File: src/rtl/icache_fill_responder.sv
// Memory-side responder for icache fill requests: latches a miss address, runs one
// RAM word read, and answers with a single-cycle iwait release or a timeout/error word.
module icache_fill_responder #(
    parameter int          TIMEOUT  = 64,
    parameter logic [31:0] ERR_WORD = 32'hBAD1BAD1
) (
    input  logic        CLK,
    input  logic        RST,
    input  logic        iREN,
    input  logic [31:0] iaddr,
    output logic        iwait,
    output logic [31:0] iload,
    output logic        ierr,
    output logic        ramREN,
    output logic [31:0] ramaddr,
    input  logic [31:0] ramload,
    input  logic [1:0]  ramstate
);

    localparam int              CW        = $clog2(TIMEOUT) + 1;
    localparam logic [CW-1:0]   CNT_LAST  = CW'(TIMEOUT - 1);
    localparam logic [1:0]      RAM_ACCESS = 2'd2;
    localparam logic [1:0]      RAM_ERROR  = 2'd3;

    typedef enum logic [1:0] {
        IDLE   = 2'd0,
        ACCESS = 2'd1,
        DONE   = 2'd2
    } state_t;

    state_t        state_q, state_d;
    logic [CW-1:0] cnt_q, cnt_d;
    logic [31:0]   addr_q, addr_d;
    logic [31:0]   data_q, data_d;
    logic          err_q, err_d;
    logic [31:0]   reqAddr;

    // Masking keeps every iaddr bit in use while forcing a word-aligned address.
    assign reqAddr = iaddr & ~32'h3;

    always_ff @(posedge CLK) begin
        if (RST) begin
            state_q <= IDLE;
            cnt_q   <= '0;
            addr_q  <= '0;
            data_q  <= '0;
            err_q   <= 1'b0;
        end else begin
            state_q <= state_d;
            cnt_q   <= cnt_d;
            addr_q  <= addr_d;
            data_q  <= data_d;
            err_q   <= err_d;
        end
    end

    always_comb begin
        state_d = state_q;
        cnt_d   = cnt_q;
        addr_d  = addr_q;
        data_d  = data_q;
        err_d   = err_q;
        iwait   = iREN;
        iload   = '0;
        ierr    = 1'b0;
        ramREN  = 1'b0;
        ramaddr = '0;

        case (state_q)
            IDLE: begin
                if (iREN) begin
                    state_d = ACCESS;
                    addr_d  = reqAddr;
                    cnt_d   = '0;
                end
            end
            ACCESS: begin
                ramREN  = 1'b1;
                ramaddr = addr_q;
                iwait   = 1'b1;
                cnt_d   = cnt_q + CW'(1);
                // Withdrawal beats a retarget, and a retarget beats any completion.
                if (!iREN) begin
                    state_d = IDLE;
                end else if (reqAddr != addr_q) begin
                    addr_d = reqAddr;
                    cnt_d  = '0;
                end else if (ramstate == RAM_ACCESS) begin
                    state_d = DONE;
                    data_d  = ramload;
                    err_d   = 1'b0;
                end else if ((ramstate == RAM_ERROR) || (cnt_q == CNT_LAST)) begin
                    state_d = DONE;
                    data_d  = ERR_WORD;
                    err_d   = 1'b1;
                end
            end
            DONE: begin
                iwait   = 1'b0;
                iload   = data_q;
                ierr    = err_q;
                state_d = IDLE;
            end
            default: begin
                state_d = IDLE;
            end
        endcase
    end

endmodule

File: config.mk
export PLATFORM = sky130hd
export DESIGN_NAME = icache_fill_responder
export DESIGN_NICKNAME = d
export VERILOG_FILES = /design/src/rtl/icache_fill_responder.sv
export SDC_FILE = /design/constraint.sdc
export NUM_CORES = 1
export LEC_CHECK = 0
export ABC_AREA = 1
export CORE_ASPECT_RATIO = 0.8
export CORE_UTILIZATION = 25
export CTS_CLUSTER_DIAMETER = 40
export DETAILED_ROUTE_END_ITERATION = 6
export HOLD_SLACK_MARGIN = 0.1
export PLACE_DENSITY = 0.53
export SLEW_MARGIN = 20
export SYNTH_ARGS = -nofsm -noshare
export SYNTH_HDL_FRONTEND = slang
export SYNTH_SLANG_ARGS = --single-unit
File: constraint.sdc
create_clock -name CLK -period 5 [get_ports CLK]
set_input_delay 1 -clock CLK [delete_from_list [all_inputs] [get_ports CLK]]
set_output_delay 1 -clock CLK [all_outputs]
set_load 0.05 [all_outputs]
**Word level (Yosys, flattened, before mapping)**

Index checks and enable logic that the tools add are counted.

- Flip-flop bits (word level): 74
- Input port bits: 69
- Output and inout bits: 67
- Logic and storage cells: 49

- $add $sub $neg: 1
- Equal/unequal tests: 11
- Muxes and demuxes: 23
- Bitwise operators: 1
- Reductions and logical operators: 8

Operator list:

| kind | count |
|---|---|
| two-way mux 32 bit | 7 |
| case mux 32 bit (2 select lines) | 1 |
| inequality test 32 bit | 1 |
| two-way mux 7 bit | 3 |
| case mux 7 bit (2 select lines) | 1 |
| two-way mux 2 bit | 5 |
| AND reduction 4 bit | 2 |
| adder 7 x 1 -> 7 bit (second input constant) | 1 |
| == test 7 x 6 -> 1 bit (second input constant) | 1 |
| == test 2 bit (second input constant) | 3 |
| inequality test 2 bit (second input constant) | 3 |
| two-way mux 1 bit | 4 |
| inequality test 4 bit (second input constant) | 1 |
| case mux 2 bit (2 select lines) | 1 |
| nonzero test 2 bit | 2 |
| inequality test 3 bit (second input constant) | 1 |
| AND reduction 3 bit | 1 |
| == test 2 x 1 -> 1 bit (second input constant) | 1 |
| logical NOT 2 bit | 1 |
| case mux 1 bit (2 select lines) | 1 |
| AND reduction 2 bit | 1 |
| logical OR 1 bit | 1 |
| inverter 1 bit | 1 |

**Longest topological paths before layout**

- Depth after elaboration: 7
- Depth in mapped cells: 15
- Mapped depth without buffers: 14

**Least setup slack after synthesis**

OpenSTA, ideal clock, no wires.

- Kind: in2out
- From: input iREN
- To: output iwait
- Data arrival time: 2.105 ns
- Required time: 4.000 ns
- Slack: 1.895 ns
- Stages on the path: 2
- Path buffers: 0
- Cells stage by stage: inv_1 o21ai_0

- Cells in the longest elaborated chain, start to end: 1

Ends and longest elaborated chain:

| element | RTL line | source |
|---|---|---|
| start: declaration | 9 | `input logic iREN,` |
| case mux 1 bit (2 select lines) | 69 | `case (state_q)` |
| end: declaration | 11 | `output logic iwait,` |

Every way passes these cells.

**Worst setup path in the final report**

Ends and elaborated chain as after synthesis.

==> impl_metrics.py <==
metrics = {
    "worst_setup_path": {
        "worstReg2RegEnd": "cnt_q[0]$_SDFFE_PP0P_",
        "crit_chain": "clkdlybuf4s50_1 > inv_1 > o21ai_0 > clkdlybuf4s50_1",
        "crit_family": "buffers and inverters",
        "startpoint": "iREN",
        "worstSetupStartpointType": "input port",
        "crit_fanout": 4,
        "cpMostUsedCell": "clkdlybuf4s50_1",
        "cp_data_required_time_ns": 4.00,
        "worstPathArrival_ns": 2.62,
        "crit_buf_inv": 3,
        "cp_slowest_stage_delay_ns": 0.85,
        "ff2ff_path_depth": 8,
        "rrSetupSlack_ns": 2.03,
        "cpMaxStageDelayCell": "clkdlybuf4s50_1",
        "end_kind": "output pin",
        "worstReg2RegStart": "state_q[1]$_SDFFE_PP0P_",
        "critical_path_class": "input port to output pin",
    },
    "clock_tree": {
        "cts_sinks": 72,
        "clk_pin_slew_worst_paths_ns": 0.06,
        "ctsHoldBuffers": 0,
        "cts_tree": "built",
        "post_cts_buffers": 0,
        "clock_path_buffers": 2,
        "cts_buffers": 9,
        "cts_resized": 0,
        "root_buffer": "clkbuf_16",
        "clk_latency_ns": 0.34,
        "htreeDepth": 3,
    },
    "finish": {
        "final_common_cell": "nand2_1",
        "syn2layout_area_growth_pct": 42.8,
        "drive_gt1_frac": 0.0420,
        "fillCellCount": 1730,
        "final_cell_mix": "nand2_1, inv_1, clkdlybuf4s50_1",
        "nNetsFinal": 877,
        "diodes": 0,
    },
    "grt": {
        "grt_pass1_wl_um": 18300,
        "grt_overflow_total": 0,
        "antenna_found_initial": 0,
        "grtUsageTotal": 0.137,
        "grt_pass1_vias": 3617,
        "grt_start_max_net_pins": 37,
    },
    "status": {
        "status": "complete, no violations",
    },
    "route": {
        "drt-total-wl_um": 11300,
        "vias": 3963,
        "first_iter_violations": 177,
        "wire_per_inst_um": 11.1,
        "antenna_left": 0,
        "firstDrtPassIters": 4,
        "avgViaCountPerCell": 3.87,
        "drcViolationCount": 0,
    },
    "timing": {
        "fin_crit_sh": 0.724,
        "skew_ns": 0.0112,
        "fin_hold_ws_ns": 0.464,
        "final_max_slew_viol_count": 0,
        "setup_violations": 0,
        "clock.fmax_ghz": 0.276,
        "hold_violations": 0,
        "tightest_slew_ns": 0.712,
        "setup_tns_ns": 0,
        "rsz0062_at_grt": "no",
        "period_needed_ns": 3.62,
        "worst_slack_ns": 1.38,
        "maxSlewHeadroom": 0.523,
    },
    "floorplan": {
        "dieArea_sq_mm": 0.0170,
        "die-width_um": 146,
        "num_rows": 41,
        "core_area_sq_mm": 0.0160,
        "io_pins": 136,
        "initial_utilization": 0.258,
        "chipHeight_um": 117,
    },
    "yosys": {
        "yosys_warnings": 0,
        "seq_area_frac_synth": 0.350,
        "synth_top_area_cell": "dfxtp_1",
        "synthTopCellsByArea": "dfxtp_1, nand2_1, inv_1",
        "synth_top_cell_area_share": 0.350,
        "ys_ff_latch": 72,
        "syn_avg_cell_area_sq_um": 6.00,
        "syn_inst": 687,
        "ys_types": 26,
        "syn_area_sq_mm": 0.00412,
    },
    "run": {
        "drv_cap": 0,
    },
    "worst_hold_path": {
        "worstHoldStart": "data_q[5]$_SDFFE_PP0P_",
        "hold-path-endpoint": "data_q[5]$_SDFFE_PP0P_",
        "hp-class": "flop to flop",
        "hold_path_depth": 2,
    },
    "power_and_ir_drop": {
        "p_leak_uw": 0.00317,
        "p_total_uw": 1760,
        "peakVddDrop_mv": 0.138,
        "powerDensity_mw_per_mm2": 299,
    },
    "place": {
        "gp_congestion": 0.729,
        "hpwl_um": 7790,
        "pre_cts_ws_ns": 1.37,
        "io_buffers": 131,
    },
}
==> how the worst max path moves through the flow <==
stage | slack [ns] | cells past startpoint | end
2_1_floorplan | 1.89 | 2 | iwait
5_1_grt | 1.26 | 4 | iwait
4_1_cts | 1.37 | 4 | iwait
3_5_place_dp | 1.37 | 4 | iwait
6_report | 1.38 | 4 | iwait
3_3_place_gp | 1.36 | 13 | cnt_q[0]$_SDFFE_PP0P_
==> report_power, final <==
part | leakage (uW) | switching, uW | internal, uW
combinational | 0.00243 | 255 | 169
sequential | 0.000588 | 33.5 | 613
clock | 0.000150 | 253 | 437
==> stage by stage <==
stage / area [sq um] / instances / util
2_1_floorplan: 4130 / 688 / -
3_3_place_gp: 5570 / 1008 / 0.349
3_5_place_dp: 5570 / 1008 / 0.349
4_1_cts: 5890 / 1024 / 0.369
5_1_grt: 5890 / 1024 / 0.369
6_report: 5890 / 1024 / 0.369
==> cells in the mapped netlist, drive strengths merged <==
cell    number
nor2        96
clkbuf      16
inv        169
xor2         7
nand4        9
buf         16
nand2      201
ha           4
a21oi       10
o21ai       31
nand3       34
conb         1
or2          1
xnor2       19
dfxtp       72
nor3         1
==> worst register-to-register path, cell delays in order (launching register included) <==
cell and delay, ns:
dfxtp_1 0.35, inv_1 0.07, ha_1 0.17, buf_4 0.26, o21ai_0 0.61, inv_2 0.47, nand2_2 0.68, nand2_2 0.15
a21oi_2 0.14
==> cell families (layout without fill, tap and decap cells) <==
group                    Yosys count  count (layout)  synth area share
AND/OR/NAND/NOR                  342             342             0.334
buffers and inverters            201             322             0.198
flip-flops                        72              72             0.350
AO/OA/AOI/OAI                     41              41            0.0507
XOR/XNOR                          26              26            0.0552
adder cells (fa/ha/maj)            4               4            0.0121
other                              1               2          0.000909
==> sequential cells by signal, indices dropped and copies added (netlist names) <==
register / count
cnt_q: 7
addr_q: 30
state_q: 2
data_q: 32
err_q: 1
==> final cells by class <==
cell class              instances  area (sq um)  share of cell area
clock buffers                  11           233              0.0395
clock inverters                 5          81.3              0.0138
inverters                     169           634               0.108
multi-input cells             415          1870               0.318
flip-flops and latches         72          1440               0.245
well taps                     215           269              0.0457
repair buffers                137          1360               0.230
==> per-layer routing <==
layer | up-vias | wire (um) | GRT usage
met5 | - | 0 | 0
met4 | 0 | 156 | 0.0477
met3 | 12 | 411 | 0.0322
met2 | 63 | 4920 | 0.212
met1 | 1686 | 5840 | 0.188
li1 | 2202 | - | -
(Power assumes the default switching activity.)
==> RTL edit: new RTL, same flow settings <==
Set the parameter `TIMEOUT` to 128 (it was 64).
--- a/src/rtl/icache_fill_responder.sv
+++ b/src/rtl/icache_fill_responder.sv
@@ -1,7 +1,7 @@
 // Memory-side responder for icache fill requests: latches a miss address, runs one
 // RAM word read, and answers with a single-cycle iwait release or a timeout/error word.
 module icache_fill_responder #(
-    parameter int          TIMEOUT  = 64,
+    parameter int          TIMEOUT  = 128,
     parameter logic [31:0] ERR_WORD = 32'hBAD1BAD1
 ) (
     input  logic        CLK,
Formal check against the unedited RTL: same outputs for any inputs over 10 cycles, from zero or initial values and one cycle with RST high; that may be too few to reach the edited logic, so the function may still have changed.
==> RTL edit against the original RTL <==
  * Worst setup slack improved by 39 ps
  * Routed wire length decreased by 0.34%
  * First-iteration DRC count increased by 31%
  * Area after synthesis increased by 1.8%
  * Sequential cell count increased by 1
  * Final area increased by 0.72%
  * Total power decreased by 4.3%
  * Maximum frequency increased by 1.1%
==> RTL edit: results (changes against the original RTL) <==
** Critical path
- The worst reg2reg path depth was 8 (unchanged).
- In this run the critical register-to-register path is launched from state_q[1].
- Critical path data arrival time :: 2580 ps (-40 ps)
- R2R Setup Slk :: 2280 ps (+250 ps)
- Worst r2r dst :: cnt_q[0]

** Logic synthesis
- The average footprint of a synthesized cell is 6.03 µm² (+0.47%).
- Number of different library cells in the post-synthesis netlist :: 29 (+12%)
- Leading cell types by count after synthesis :: 199 x nand2_1, 167 x inv_1, 92 x nor2_1
- The share of the yosys chip area belonging to registers came to 34.8% (-0.14 points).
- Most area-consuming cells after synthesis :: dfxtp_1 35%, nand2_1 18%, inv_1 15%
- Synth Warn # :: 0 (unchanged)

** Detailed routing
- The routed via count divided by cell count is 3.95 (+2.1%).
- The average wire length per cell after detail routing is 10.9 µm (-1.2%).
- The iteration count of the initial detailed-routing pass was 4 (unchanged).
- The violation count after the first detailed-routing iteration came to 231 (+31%).
- The total number of vias is 4082 (+3.0%).

** Clocking
- The post-cts gate resize count is 0 (unchanged).
- The TritonCTS buffer count is 9 (unchanged).
- H-tree lvl count :: 3 (unchanged)
- Buffer type at the clock tree root :: clkbuf_16
- The clock transition at the registers of the reported paths was 60 ps (about the same).

** Hold path
- Source of the worst hold timing path :: data_q[30]
- Worst Hold Endpoint :: data_q[30]

** Finish
- Post-layout nets :: 886 (+1.0%)
- Antenna fix cells :: 0 (unchanged)
- The number of fill cells came to 1792 (+3.6%).
- In the final layout, the registers with the most flip-flops are data_q x32, addr_q x30, cnt_q x8.
- Ratio of cells with drive above 1 in the final layout :: 4.40% (+0.20 points)

** Placement
- Detail Placement HPWL :: 7950 µm (+2.1%)
- Number of placed cells counting well taps :: 1017 (+0.89%)
- Final weighted congestion in routability-driven placement :: 0.716 (-1.8%)
- The worst setup timing slack at the placement stage was 1340 ps (-34.3 ps).

** Power
- The leakage power is 3.22 nW (+1.5%).
- Peak supply drop :: 0.000166 V (+21%)

** STA
- Count of final setup violators :: 0 (unchanged)
- The worst hold margin came to 463 ps (-1.43 ps).
- The transition time of the tightest slew-check pin came to 764 ps (+51.6 ps).
- Final setup skew :: 10.2 ps (-1.01 ps)

** GRT
- Via count of the first global-routing pass :: 3808 (+5.3%)
- Initial antenna violation count :: 0 (unchanged)
- The global-route wire length before repair was 19300 µm (+5.0%).
- The largest net degree at the start of global routing came to 38 (+2.7%).
- The overall routing resource usage came to 13.9% (+0.17 points).

** Status
- Result of the run :: finished, final reports clean
RTL edit: changes by cell type after synthesis, sizes merged, moves of 2 or more:
cell,delta
buf,-3
clkbuf,+2
nand3,+2
nand4,+2
nor2,+2
RTL edit: worst max path at each step:
stage	startpoint	slack (ps)	endpoint	depth (start not counted)
floorplan	iREN	1890	iwait	2
global placement	iaddr[23]	1340	cnt_q[0]	12
detailed placement	iaddr[23]	1340	cnt_q[0]	12
CTS	iREN	1400	iwait	4
global route	iREN	1370	iwait	4
finish	iREN	1420	iwait	4
RTL edit: final cells by class:
cell class	instances	share of cell area [%]
flip-flops and latches	73	24.6
well taps	215	4.53
clock inverters	7	0.802
repair buffers	136	22.7
multi-input cells	422	32.7
clock buffers	9	3.80
inverters	171	10.8
RTL edit: cell families after synthesis:
group	Yosys count	synth area share [%]
buf+inv	202	19.1
simple gates	348	34.1
xor+xnor	27	5.63
compound gates	41	5.04
flops	73	34.8
other cells	1	0.0893
fa+ha+maj	4	1.19
RTL edit: worst max-delay path: stages:
cell and delay, ps:
clkdlybuf4s50_1 570, inv_1 50, o21ai_0 130, clkdlybuf4s50_1 820
RTL edit: per-layer routing:
metal  vias to the layer above  track usage, %  routed length (µm)
li1                       2235               -                   -
met1                      1757            19.8                6050
met2                        80            20.7                4650
met3                        10            3.26                 486
met4                         0            3.52                 109
met5                         -               0                   0
RTL edit: stage by stage:
stage | area (µm²) | power (mW)
2_1_floorplan | 4200 | 0.958
3_3_place_gp | 5660 | 1.10
3_5_place_dp | 5660 | 1.10
4_1_cts | 5930 | 1.72
5_1_grt | 5930 | 1.80
6_report | 5930 | 1.68
RTL edit: where the power goes:
part	total [mW]	switching [mW]	internal [mW]	leakage [nW]
combinational	0.426	0.257	0.169	2.49
sequential	0.655	0.0340	0.621	0.596
clock	0.603	0.268	0.335	0.131
